**src/rtl/fifo_sync.sv**
```systemverilog
// Single-clock FIFO with chip select, registered read data and full/empty flags.
// Optional sticky overflow/underflow outputs are enabled by defining FIFO_SYNC_ERR_FLAGS_EN.
module fifo_sync #(
  parameter int FIFO_DEPTH     = 8,
  parameter int DATA_WIDTH     = 32,
  parameter int FIFO_DEPTH_LOG = 3
) (
  input  logic                  clk,
  input  logic                  rst_n,
  input  logic                  cs,
  input  logic                  wr_en,
  input  logic                  rd_en,
  input  logic [DATA_WIDTH-1:0] data_in,
  output logic [DATA_WIDTH-1:0] data_out,
  output logic                  empty,
`ifdef FIFO_SYNC_ERR_FLAGS_EN
  output logic                  full,
  output logic                  overflow,
  output logic                  underflow
`else
  output logic                  full
`endif
);

  localparam int PW = FIFO_DEPTH_LOG + 1;
  localparam logic [PW-1:0] PTR_ONE = {{FIFO_DEPTH_LOG{1'b0}}, 1'b1};

  logic [DATA_WIDTH-1:0] mem_q [FIFO_DEPTH];
  logic [PW-1:0]         wr_ptr_q, wr_ptr_d;
  logic [PW-1:0]         rd_ptr_q, rd_ptr_d;
  logic [DATA_WIDTH-1:0] data_out_q, data_out_d;
  logic                  wr_ok, rd_ok;

  // The extra pointer MSB distinguishes a full buffer from an empty one.
  assign empty = (wr_ptr_q == rd_ptr_q);
  assign full  = (wr_ptr_q[FIFO_DEPTH_LOG-1:0] == rd_ptr_q[FIFO_DEPTH_LOG-1:0]) &&
                 (wr_ptr_q[FIFO_DEPTH_LOG] != rd_ptr_q[FIFO_DEPTH_LOG]);

  assign data_out = data_out_q;

  always_comb begin
    wr_ok      = cs && wr_en && !full;
    rd_ok      = cs && rd_en && !empty;
    wr_ptr_d   = wr_ptr_q;
    rd_ptr_d   = rd_ptr_q;
    data_out_d = data_out_q;
    if (wr_ok) begin
      wr_ptr_d = wr_ptr_q + PTR_ONE;
    end
    if (rd_ok) begin
      rd_ptr_d   = rd_ptr_q + PTR_ONE;
      data_out_d = mem_q[rd_ptr_q[FIFO_DEPTH_LOG-1:0]];
    end
  end

  always_ff @(posedge clk or negedge rst_n) begin
    if (!rst_n) begin
      wr_ptr_q   <= '0;
      rd_ptr_q   <= '0;
      data_out_q <= '0;
    end else begin
      wr_ptr_q   <= wr_ptr_d;
      rd_ptr_q   <= rd_ptr_d;
      data_out_q <= data_out_d;
    end
  end

  // Storage is not reset; stale contents are unreachable once the pointers clear.
  always_ff @(posedge clk) begin
    if (wr_ok) begin
      mem_q[wr_ptr_q[FIFO_DEPTH_LOG-1:0]] <= data_in;
    end
  end

`ifdef FIFO_SYNC_ERR_FLAGS_EN
  logic overflow_q, overflow_d;
  logic underflow_q, underflow_d;

  always_comb begin
    overflow_d  = overflow_q  || (cs && wr_en && full);
    underflow_d = underflow_q || (cs && rd_en && empty);
  end

  always_ff @(posedge clk or negedge rst_n) begin
    if (!rst_n) begin
      overflow_q  <= 1'b0;
      underflow_q <= 1'b0;
    end else begin
      overflow_q  <= overflow_d;
      underflow_q <= underflow_d;
    end
  end

  assign overflow  = overflow_q;
  assign underflow = underflow_q;
`endif

endmodule

```
**config.mk**
```make
export PLATFORM = sky130hd
export DESIGN_NAME = fifo_sync
export DESIGN_NICKNAME = d
export VERILOG_FILES = /design/src/rtl/fifo_sync.sv
export SDC_FILE = /design/constraint.sdc
export NUM_CORES = 1
export LEC_CHECK = 0
export ABC_AREA = 1
export BUFFER_PORTS_ARGS = -buffer_cell sky130_fd_sc_hd__buf_2
export CAP_MARGIN = 15
export CORE_ASPECT_RATIO = 1.1
export CORE_MARGIN = 1.5
export CORE_UTILIZATION = 50
export CTS_BUF_LIST = sky130_fd_sc_hd__clkbuf_4
export DETAILED_ROUTE_END_ITERATION = 6
export PLACE_DENSITY = 0.67
export SLEW_MARGIN = 0
export SYNTH_ARGS = -nofsm -noshare
export SYNTH_HDL_FRONTEND = slang
export SYNTH_SLANG_ARGS = --single-unit
```
**constraint.sdc**
```tcl
create_clock -name clk -period 3.35 [get_ports clk]
set_clock_uncertainty 0.1 [all_clocks]
set_input_delay 0.1675 -clock clk [delete_from_list [all_inputs] [get_ports clk]]
set_output_delay 0.1675 -clock clk [all_outputs]
set_load 0.005 [all_outputs]
```
==> impl_metrics.ini, run 1 <==
[die]
core_area_um2 = 25500
fp-row-count = 61
ios = 71
start_util_pct = 51.3
dieArea_um2 = 27200
fp.dieH_um = 173
die_w_um = 157

[global_route]
grt_max_degree = 98
antenna_found_initial = 1
overflow = 0
grtUsageTotal_pct = 21.5
grt_pass1_wl_mm = 45.1
grt_pass1_vias = 8879

[setup_path]
critPathRequiredTime_ns = 3.78
max_stage_delay_ns = 0.65
path_max_fanout = 80
crit_type = flip-flop to flip-flop
start_kind = flip-flop
critPathBufInv = 3
crit_chain = clkinv_2 -> buf_4 -> buf_4 -> nand2_1 -> nand3_1 -> nand2_1 -> nand2_1 -> nand2_1 -> nand2_1 -> nand2_1
cpMostUsedCell = nand2_1
cp_slowest_cell = buf_4
endpoint_kind = flip-flop
arrival_ns = 2.98
crit_family = buffers and inverters

[timing]
layout_min_cycle_time_ns = 2.55
rsz0062_at_grt = no
final-setup-viol-count = 0
hold_viol = 0
fin_tns_setup_ns = 0
final_max_slew_viol_count = 0
whs_ns = 0.208
tightest_slew_ns = 1.10
fmax_mhz = 391
fin_crit_sh_pct = 76.3
maxSlewHeadroom_pct = 26.8

[route]
drt-vias-per-instance = 4.71
maxUsedRoutingLayer = met4
first_iter_violations = 549
num_vias = 8934
met1_length_mm = 12.3
firstDrtPassIters = 7
drc_errors = 0
wl_met3_mm = 1.57
route.met2.wl_mm = 13.6
antenna_left = 0
finalWirelength_mm = 27.9
avgRoutedWirePerCell_um = 14.7

[clocking]
cts_resized = 0
clock_path_buffers = 3
post_cts_buffers = 0
clkSinkCount = 296
clock_latency_ns = 0.66
cts_tree = done
path_clk_slew_ns = 0.07
cts_made_buffers = 75
cts-root-buf = clkbuf_4
cts_max_level = 3

[synthesis]
synth_cell_types = 22
netlist.area_leader.share_pct = 58.7
ys.warnings.count = 0
synth_nets = 1378
ys_top_cells_by_area = edfxtp_1 (59%), nand2_1 (15%), dfrtp_1 (7.6%)
ys_seq_area_share_pct = 66.4
synth_top_family_by_area = simple AND/OR/NAND/NOR gates
synth-compound-area-share_pct = 0
syn-cell-area_um2 = 13100
synth_seq_cells = 296
synth-simple-area-share_pct = 22.4
netlist_instances = 1339
synth_xor_xnor_area_share_pct = 0.335
avgSynthCellArea_um2 = 9.78
synth_top_cell_by_area = edfxtp_1
muxShareOfSynthArea_pct = 0
synthAdderAreaFrac_pct = 0.191

[power]
power_density_nw_per_um2 = 743
combPwrFrac_pct = 31.2
seqPwrFrac_pct = 41.4
clkPwrFrac_pct = 27.4
switchingPower_mw = 3.99
p_leak_nw = 7.26
switching_share_pct = 35.4
p_int_mw = 7.29
peakVddDrop_mv = 0.404

[final_layout]
nNetsFinal = 1526
drive_gt1_share_pct = 16.6
layout_commonest_cell = nand2_1
final_cell_mix = nand2_1 (535), inv_1 (262), edfxtp_1 (256)
syn_to_final_growth_pct = 16.0
finish.utilization_pct = 59.6
design_area_um2 = 15200

[placement]
numPortBuffers = 70
dpl_cell_area_um2 = 13800
gp_congestion = 0.800
post-dp-hpwl_mm = 14.7

[run]
maxCapViolations = 0

[min_path]
hold_path.class = input port to flip-flop

[outcome]
status = finished, final reports clean
==> worst paths after layout <==
check | from | endpoint | slack [ns] | cells after the start
min in group asynchronous | rst_n | data_out[15] | 0.46 | 4
max reg2reg | rd_ptr_q[0] | data_out[25] | 0.80 | 10
min reg2reg | data_out[22] | data_out[22] | 0.37 | 2
max in group asynchronous | rst_n | rd_ptr_q[1] | 2.31 | 4
min | data_in[0] | mem_q[7][0] | 0.21 | 2
max | rd_ptr_q[0] | data_out[25] | 0.80 | 10
==> flip-flops by register name (all words and copies together), names as in the netlist <==
register,count
wr_ptr_q,4
data_out,32
mem_q,256
rd_ptr_q,4
==> synthesized netlist by cell type <==
| library cell | n |
|---|---|
| nand2_2 | 17 |
| buf_2 | 17 |
| nor2_4 | 2 |
| inv_1 | 263 |
| edfxtp_1 | 256 |
| buf_4 | 26 |
| nor2_2 | 1 |
| inv_2 | 5 |
| nand2_1 | 535 |
| dfrtp_1 | 40 |
| buf_1 | 1 |
| buf_6 | 7 |
| xnor2_1 | 1 |
| nor2_1 | 9 |
| clkbuf_1 | 8 |
| nand3_1 | 140 |
| nand4_1 | 1 |
| xor2_1 | 4 |
| nand2_4 | 2 |
| inv_4 | 1 |
| nand2_8 | 1 |
| ha_1 | 2 |
==> power by group through the flow <==
stage	Combinational (mW)	Sequential [mW]	Clock, mW
floorplan	2.66	4.70	0
global placement	3.47	4.73	0
detailed placement	3.50	4.74	0
CTS	3.55	4.67	3.18
global route	4.02	4.71	3.38
finish	3.52	4.67	3.08
==> metrics by stage <==
step	total power, mW	std cells	setup WS (ns)
after global routing	12.1	1897	0.515
final	11.3	1897	0.795
after global placement	8.20	1717	0.812
after floorplan	7.37	1339	0.463
after detailed placement	8.24	1717	0.812
after CTS	11.4	1896	0.788
==> layout make-up <==
cell class	instances	area (µm²)
inverters	269	1010
clock inverters	22	116
fillers	2218	10300
diodes	1	2.50
flip-flops and latches	296	8690
clock buffers	118	886
multi-input cells	715	3060
well taps	346	433
repair buffers	130	983
==> layer usage <==
metal / up-vias / track usage [%]
met5: - / 0
met1: 4162 / 27.8
met3: 45 / 4.69
li1: 4492 / -
met2: 235 / 36.0
met4: 0 / 7.11
==> worst register-to-register path: cells and delay by family (launching register included) <==
family                 cells  cell delay, ns
buffers and inverters      3            1.32
flip-flops                 1            0.49
AND/OR/NAND/NOR            7            0.53
==> logic make-up (layout without fill, tap and decap cells) <==
group,after synthesis,after routing
xor+xnor,5,5
fa+ha+maj,2,2
buf+inv,328,539
flops,296,296
other cells,0,1
simple gates,708,708
==> timing repair <==
item,4_1_cts,5_1_grt
hold buffers,39,0
endpoints found under the hold margin,313,0
endpoints found under the setup margin,0,0
(Power assumes the default switching activity.)
==> run 2, diff against run 1 <==
clock period = 2.5 ns   (was 3.35 ns; I/O delays follow)
==> impl_metrics.ini, run 2 (synthesized netlist as in run 1, its figures left out) <==
[placement]
dp_slack_ns = 0.270
numPortBuffers = 70
gp_congestion = 0.782
dpl_cell_area_um2 = 13900
dp_cells = 1727
post-dp-hpwl_mm = 15.0

[global_route]
grt_pass1_wl_mm = 45.5
grt_max_degree = 130
grt_pass1_vias = 8713
antenna_found_initial = 2
overflow = 0
grtUsageTotal_pct = 22.0

[final_layout]
finish.utilization_pct = 60.0
largest_reg_flops = 256
design_area_um2 = 15300
fillCellCount = 2147
layout_commonest_cell = nand2_1
final_cell_mix = nand2_1 (535), inv_1 (262), edfxtp_1 (256)
nNetsFinal = 1536
drive_gt1_share_pct = 16.6
final_cells = 1906
syn_to_final_growth_pct = 16.9

[timing]
fmax_mhz = 439
whs_ns = 0.156
fin_tns_setup_ns = 0
layout_min_cycle_time_ns = 2.28
final-setup-viol-count = 0
maxSlewHeadroom_pct = 28.3
hold_viol = 0
tightest_slew_ns = 1.07
final_max_slew_viol_count = 0
fin_crit_sh_pct = 91.1
final.setup.worst_slack_ns = 0.223
rsz0062_at_grt = no

[setup_path]
arrival_ns = 2.68
crit_chain = dlygate4sd3_1 -> dlygate4sd3_1 -> buf_2 -> dlygate4sd3_1
crit_type = input port to asynchronous set/reset pin
path_max_fanout = 16
endpoint_kind = asynchronous set/reset pin
cp_slowest_cell = dlygate4sd3_1
critPathRequiredTime_ns = 2.91
start_kind = input port
critPathBufInv = 4
cpMostUsedCell = dlygate4sd3_1
crit_family = buffers and inverters
max_stage_delay_ns = 1.28

[route]
firstDrtPassIters = 5
num_vias = 9018
first_iter_violations = 681
drt-vias-per-instance = 4.73
avgRoutedWirePerCell_um = 14.9
finalWirelength_mm = 28.4
antenna_left = 0
drc_errors = 0

[power]
p_total_mw = 15.1
p_leak_nw = 7.31
power_density_nw_per_um2 = 988
peakVddDrop_mv = 0.586

[clocking]
cts_resized = 0
cts-root-buf = clkbuf_4
post_cts_buffers = 0
hold_buffers = 40
path_clk_slew_ns = 0.07
cts_max_level = 3
clock_path_buffers = 3
clock_latency_ns = 0.67
clkSinkCount = 296
cts_tree = done
cts_made_buffers = 74

[outcome]
status = finished, final reports clean

[run]
maxCapViolations = 0

[die]
fp.dieH_um = 173
ios = 71
die_w_um = 157
dieArea_um2 = 27200
fp-row-count = 61
start_util_pct = 51.3
core_area_um2 = 25500

[min_path]
hold_path.class = input port to flip-flop
## run 2: cell count changes in the layout (fill, tap and decap cells not counted)
cell | previous run | this run
buf_4 | 15 | 18
clkbuf_4 | 118 | 107
clkinv_2 | 4 | 6
inv_2 | 7 | 8
diode_2 | 1 | 2
buf_12 | 7 | 13
clkinv_1 | 15 | 20
dlygate4sd3_1 | 38 | 40
## run 2: final timing paths
| kind | start | endpoint | slack [ns] | cells after the start |
|---|---|---|---|---|
| setup / recovery | rst_n | rd_ptr_q[0] | 0.22 | 4 |
| hold / removal | data_in[0] | mem_q[2][0] | 0.16 | 2 |
| setup reg to reg | wr_ptr_q[2] | mem_q[6][3] | 0.27 | 7 |
| hold reg to reg | data_out[8] | data_out[8] | 0.37 | 2 |
| max in group clk | wr_ptr_q[2] | mem_q[6][3] | 0.27 | 7 |
| min in group asynchronous | rst_n | data_out[31] | 0.47 | 4 |
## run 2: power breakdown
group / switching (mW) / internal [mW] / total [mW]
logic: 3.24 / 1.62 / 4.86
registers: 0.285 / 5.98 / 6.26
clock network: 1.91 / 2.09 / 4.00
## run 2: cell type report
type | instances | area [µm²] | share of cell area [%]
multi-input combinational | 715 | 3060 | 20.0
clock buffer | 107 | 803 | 5.25
inverter | 269 | 1010 | 6.62
antenna | 2 | 5.00 | 0.0327
clock inverter | 30 | 149 | 0.973
tap | 346 | 433 | 2.83
timing repair buffer | 141 | 1150 | 7.49
sequential | 296 | 8690 | 56.8
## run 2: per-layer routing
layer / global-route usage (%) / part of all wire, % / vias to the layer above
met4: 8.14 / 2.0 / 0
met1: 29.3 / 43 / 4177
met2: 36.0 / 49 / 279
li1: - / - / 4518
met3: 4.16 / 6.3 / 44
met5: 0 / 0 / -
